[src/rtl/fetch_exec_ctrl.sv]
// Fetch/dispatch/execute sequencer that owns PC stepping and branching.
// Optional fetch watchdog enabled by defining FETCH_TIMEOUT_EN.
module fetch_exec_ctrl #(
  parameter int INSTR_W     = 16,
  parameter int TIMEOUT_CYC = 16
) (
  input  logic               clk,
  input  logic               rst,
  input  logic               run,
  input  logic [7:0]         pc_cur,
  output logic               pc_inc_en,
  output logic [7:0]         pc_next,
  output logic               mem_req,
  output logic [7:0]         mem_addr,
  input  logic               mem_ack,
  input  logic [INSTR_W-1:0] mem_rdata,
  output logic [INSTR_W-1:0] instr,
  output logic               instr_valid,
  input  logic               instr_ready,
  input  logic               exec_done,
  input  logic               branch_taken,
  input  logic [7:0]         branch_target,
  input  logic               halt,
  output logic               halted,
  output logic [15:0]        retire_cnt,
  output logic               fault
);

  typedef enum logic [2:0] {
    IDLE, FETCH, DISPATCH, EXEC, UPDATE, HALT, FAULT
  } state_t;

  state_t     state;
  logic       br_lat;
  logic       halt_lat;
  logic [7:0] tgt_lat;

`ifdef FETCH_TIMEOUT_EN
  localparam int TCW = $clog2(TIMEOUT_CYC + 1);
  logic [TCW-1:0] tcnt;
`else
  localparam int unused_timeout_cyc = TIMEOUT_CYC;
`endif

  always_ff @(posedge clk or posedge rst) begin
    if (rst) begin
      state      <= IDLE;
      instr      <= '0;
      retire_cnt <= '0;
      br_lat     <= 1'b0;
      halt_lat   <= 1'b0;
      tgt_lat    <= '0;
`ifdef FETCH_TIMEOUT_EN
      tcnt       <= '0;
`endif
    end else begin
      case (state)
        IDLE: begin
          if (run) state <= FETCH;
`ifdef FETCH_TIMEOUT_EN
          tcnt <= '0;
`endif
        end
        FETCH: begin
          if (mem_ack) begin
            instr <= mem_rdata;
            state <= DISPATCH;
          end
`ifdef FETCH_TIMEOUT_EN
          // An ack in the last allowed cycle still wins over the timeout.
          else if (tcnt == TCW'(TIMEOUT_CYC - 1)) state <= FAULT;
          else tcnt <= tcnt + 1'b1;
`endif
        end
        DISPATCH: if (instr_ready) state <= EXEC;
        EXEC: begin
          if (exec_done) begin
            br_lat   <= branch_taken;
            tgt_lat  <= branch_target;
            halt_lat <= halt;
            state    <= UPDATE;
          end
        end
        UPDATE: begin
          retire_cnt <= retire_cnt + 16'd1;
          if (halt_lat)  state <= HALT;
          else if (run)  state <= FETCH;
          else           state <= IDLE;
`ifdef FETCH_TIMEOUT_EN
          tcnt <= '0;
`endif
        end
        HALT:    state <= HALT;
        default: state <= state;
      endcase
    end
  end

  // The PC reloads pc_in whenever pc_inc_en is low, so pc_next mirrors
  // pc_cur except for the branch cycle.
  assign mem_req     = (state == FETCH);
  assign mem_addr    = pc_cur;
  assign instr_valid = (state == DISPATCH);
  assign pc_inc_en   = (state == UPDATE) && !br_lat;
  assign pc_next     = ((state == UPDATE) && br_lat) ? tgt_lat : pc_cur;
  assign halted      = (state == HALT);
`ifdef FETCH_TIMEOUT_EN
  assign fault       = (state == FAULT);
`else
  assign fault       = 1'b0;
`endif

endmodule

[config.mk]
export PLATFORM = sky130hd
export DESIGN_NAME = fetch_exec_ctrl
export DESIGN_NICKNAME = d
export VERILOG_FILES = /design/src/rtl/fetch_exec_ctrl.sv
export SDC_FILE = /design/constraint.sdc
export NUM_CORES = 1
export LEC_CHECK = 0
export CORE_AREA = 2 2 97 71
export CTS_BUF_LIST = sky130_fd_sc_hd__clkbuf_2 sky130_fd_sc_hd__clkbuf_4 sky130_fd_sc_hd__clkbuf_8
export DETAILED_ROUTE_END_ITERATION = 10
export DIE_AREA = 0 0 99 73
export PLACE_DENSITY = 0.76
export SLEW_MARGIN = 20
export SYNTH_ARGS = -nofsm -noshare
export SYNTH_HDL_FRONTEND = slang
export SYNTH_SLANG_ARGS = --single-unit
[constraint.sdc]
create_clock -name clk -period 2.8 [get_ports clk]
set_clock_uncertainty 0.1 [all_clocks]
set_input_delay 0.56 -clock clk [delete_from_list [all_inputs] [get_ports clk]]
set_output_delay 0.56 -clock clk [all_outputs]
set_load 0.03 [all_outputs]
After elaboration in Yosys (flattened, before gate mapping) --
Cells that the tools add are included.
Word-level totals: logic and storage cells 32, bits in registers 45, output and inout port bits 53
Operators by class: reductions and logical operators 8, add/sub/neg operators 1, equality and inequality tests 9, multiplexer cells 8
Operators with widths (number):
- $pmux 3 s6 | 1
- $add 16x1->16 const B | 1
- $mux 3 | 5
- $mux 8 | 1
- $eq 3x2->1 const B | 2
- $eq 3x3->1 const B | 2
- $reduce_bool 6->1 | 1
- $reduce_and 5->1 | 1
- $ne 2x1->1 const B | 2
- $ne 2x2->1 const B | 2
- $reduce_and 2->1 | 2
- $eq 3x1->1 const B | 1
- $logic_not 3->1 | 1
- $logic_and 1x1->1 | 2
- $logic_not 1->1 | 1
- $mux 1 | 1

Logic depth before layout (Yosys ltp) --
Gate-level depths: netlist (run 1).
word-level depth 3, mapped depth 5, depth with buffers taken out 4

Least setup slack after synthesis (run 1) --
OpenSTA, ideal clock, no wires.
path type register to output, from reg state[2], to out pc_next[0], arrival 1.519 ns, cell stages (with the launch flop) 6, path slack 0.621 ns, buffers on the path 2, path through dfrtp_1 > buf_6 > nor3b_4 > and2_2 > buf_4 > mux2_2
Between the ends: longest elaborated chain between the ends 3
RTL lines:
- start, declared | line 33 | state_t state;
- start signal, assigned | line 94 | default: state <= state;
- $eq 3x3->1 | line 105 | assign pc_next = ((state == UPDATE) && br_lat) ? tgt_lat : pc_cur;
- $logic_and 1x1->1 | line 105
- $mux 8 | line 105
- end, declared | line 12 | output logic [7:0] pc_next,
No other way between the ends.

Worst setup path in the final report (run 1) --
from reg state[1], to out pc_inc_en
Between the ends: longest elaborated chain between the ends 2
RTL lines:
- $eq 3x3->1 | line 104 | assign pc_inc_en = (state == UPDATE) && !br_lat;
- $logic_and 1x1->1 | line 104
- end, declared | line 11 | output logic pc_inc_en,
No other way between the ends.

==> impl_results.md, run 1 <==
* Vias in the first global route at 1556
* Starting Density at 0.336
* Most frequent cells in the layout: clkdlybuf4s50_1, dfrtp_1, mux2_2, nor2_1, xnor2_1
* Worst Min Path Start: retire_cnt[15]
* # fillers at ~590
* Kind of critical path: flip-flop to output port
* Syn_nets at 211
* Worst setup margin at 140 ps
* R2r setup slk at 1160 ps
* Minimum clock period at between 2000 and 3000 ps
* Max cap viols at 0
* Die height at between 70 and 80 microns
* Cell area after placement at 3120 sq um
* Nets at around 300
* Wire length per cell at 13.3 microns
* Hold path cells at 1
* CTS Buf Count at 5
* #FFs+latches synth at between 40 and 50
* Count of warnings emitted by yosys at 0
* Max Root-Sink Buffers at 2
* Hold endpoint: retire_cnt[15]
* Avg Vias per Cell at between 4 and 5
* # Post-CTS Setup Buffers at 0
* Worst Path Max Fanout at 11
* Worst VDD drop at 0.000476 V
* Num ports at 93
* Post-Route WL at 4560 microns
* RSZ-0062 raised after global routing: no
* Placer Congestion at about 0.73
* Crit share post-route at 0.950
* Layout cells sized above 1 at 0.234
* P_leak at about 1.4 nW
* Diodes inserted at 0
* HPWL after detailed placement at between 3000 and 4000 microns
* FF-to-FF Start: state[0]
* Critical path's slowest cell: clkdlybuf4s50_1
* Netlist Area Pre-Place at 2150 sq um
* WP data arrival at around 2000 ps
* Final setup viols at 0
* First-pass GRT wire length at 7220 microns
* Clock Pin Slew Worst Setup and Hold Paths at 90 ps
* Worst setup SP type: flip-flop
* Initial antenna violation count at 0
* DRT Pass-1 Iters at 4
* Status: completed
* FF-to-FF path depth at 5
* # DRC at 0
* CP required at approximately 2100 ps
* Number of flops mapped to enable cells by yosys at 0
* CTS tree: done
* Synthesized area per cell at 12.7 sq um
* Tot Pwr at 2.85 mW
* Final TNS setup at 0 ps
* Critical path cell sequence: buf_4, or2b_1, nor3_1, clkdlybuf4s50_1
* GR Util All Layers at 0.127
* H-tree Lvls at 2
* Ys flop type: dfrtp_1
* Root Buffer: clkbuf_8
* Pwr Density at 889 nW/um^2
* Cell Rows at 25
* Clk Latency, worst-skew pair at between 200 and 300 ps
* Vias at 1597
* Pre-CTS WS at 282 ps
* Non-filler instance count after layout at ~340
* Area grow syn2layout at 48.6%
* Final Max Tran Viols at 0
* Chip width at 99 microns
* Largest net degree at the start of global routing at 22
* Hold Path Class: flip-flop to flip-flop
* Fmax at 376 MHz
* Fin area at around 3200 sq um
* Reg2Reg Capture Point: instr[12]
* Initial drt markers at 41
* Endpoints failing hold at 0
* Most common cell after layout, fill and taps aside: clkdlybuf4s50_1
* Crit end category: output port
* Buffers on Ports at 91
* Asr flop ratio synth at 1.00
* CTS sink cnt at 45
* CP max stage delay at 700 ps
* Cell variety after synth at 36
* Seq/Total Area, Yosys at 0.523
* Cell count after synthesis at 169
* Total grt overflow at 0
* Placed insts at 334
* CORE AREA at 6410 sq um
* Die area at between 7000 and 8000 sq um
* Antenna viol nets, final at 0
-- worst max-delay path, delay by kind of cell (launching register included) --
kind	cells	cell delay, ps
DFF	1	410
buffers and inverters	2	890
and+or+nand+nor	2	410
-- Yosys cell counts, drive strengths merged (2+ instances only) --
master | number | area share
a21oi | 2 | 0.0046
and2 | 2 | 0.0064
and3 | 3 | 0.011
and4 | 3 | 0.013
buf | 14 | 0.048
dfrtp | 45 | 0.52
ha | 2 | 0.012
inv | 2 | 0.0035
mux2 | 35 | 0.18
mux2i | 3 | 0.014
nand2 | 7 | 0.012
nand3 | 3 | 0.0093
nand4 | 6 | 0.017
nor2 | 9 | 0.016
nor3 | 6 | 0.019
o21ai | 2 | 0.0046
xnor2 | 9 | 0.037
xor2 | 6 | 0.028
-- cell families (layout without fill, tap and decap cells) --
kind of cell	count (synthesis)	after routing	synth area share
AO/OA/AOI/OAI	9	9	0.0279
XOR/XNOR	15	15	0.0645
adder cells (fa/ha/maj)	2	2	0.0116
buffers and inverters	16	108	0.0517
flip-flops	45	45	0.523
multiplexers	38	38	0.197
other	1	1	0.00174
AND/OR/NAND/NOR	43	43	0.123
-- through the flow --
step	hold WS (ps)	util
floorplan	374	-
finish	374	0.499
CTS	379	0.499
global placement	362	0.486
detailed placement	367	0.486
global route	414	0.499
-- where the power goes --
part | internal [mW] | switching (mW) | total (mW)
clock network | 0.200 | 0.221 | 0.421
logic | 0.688 | 0.726 | 1.41
registers | 0.881 | 0.131 | 1.01
total | 1.77 | 1.08 | 2.85
-- state kept, by name, summed over array words and instances (netlist names) --
name,cells
instr,16
retire_cnt,16
tgt_lat,8
state,3
br_lat,1
halt_lat,1
-- routing by layer --
metal  part of all wire  global-route usage  up-vias
met3              0.085              0.0469        7
met4              0.012              0.0457        0
met5                  0                   0        -
li1                   -                   -      765
met2               0.46               0.195       63
met1               0.45               0.165      762
-- worst max-delay path by stage --
| stage | cells after the start | endpoint | start | slack, ps |
|---|---|---|---|---|
| 4_1_cts | 4 | pc_inc_en | state[1] | 130 |
| 6_report | 4 | pc_inc_en | state[1] | 140 |
| 3_5_place_dp | 3 | pc_next[4] | pc_cur[4] | 280 |
| 5_1_grt | 4 | pc_inc_en | state[1] | 30 |
| 3_3_place_gp | 3 | pc_next[0] | pc_cur[0] | 310 |
| 2_1_floorplan | 5 | pc_next[0] | state[2] | 620 |
-- cell type report --
class | count | area (sq um) | share of cell area
Clock buffer | 6 | 82.6 | 0.0258
Clock inverter | 2 | 13.8 | 0.00430
Inverter | 2 | 7.51 | 0.00234
Multi-Input combinational cell | 108 | 917 | 0.286
Sequential cell | 45 | 1130 | 0.352
Tap cell | 81 | 101 | 0.0317
Timing Repair Buffer | 98 | 953 | 0.298
-- timing repair --
action	CTS	global route
hold buffers	0	0
gates resized for setup	8	0
endpoints found under the setup margin	8	0
Power figures use the tool's default switching activity.
==> run 2, diff against run 1 <==
- CTS_CLUSTER_DIAMETER: default -> 150
- HOLD_SLACK_MARGIN: default -> 0.05
==> results of run 2 <==
No change in the layout: final DEF, timing and power equal those of run 1.
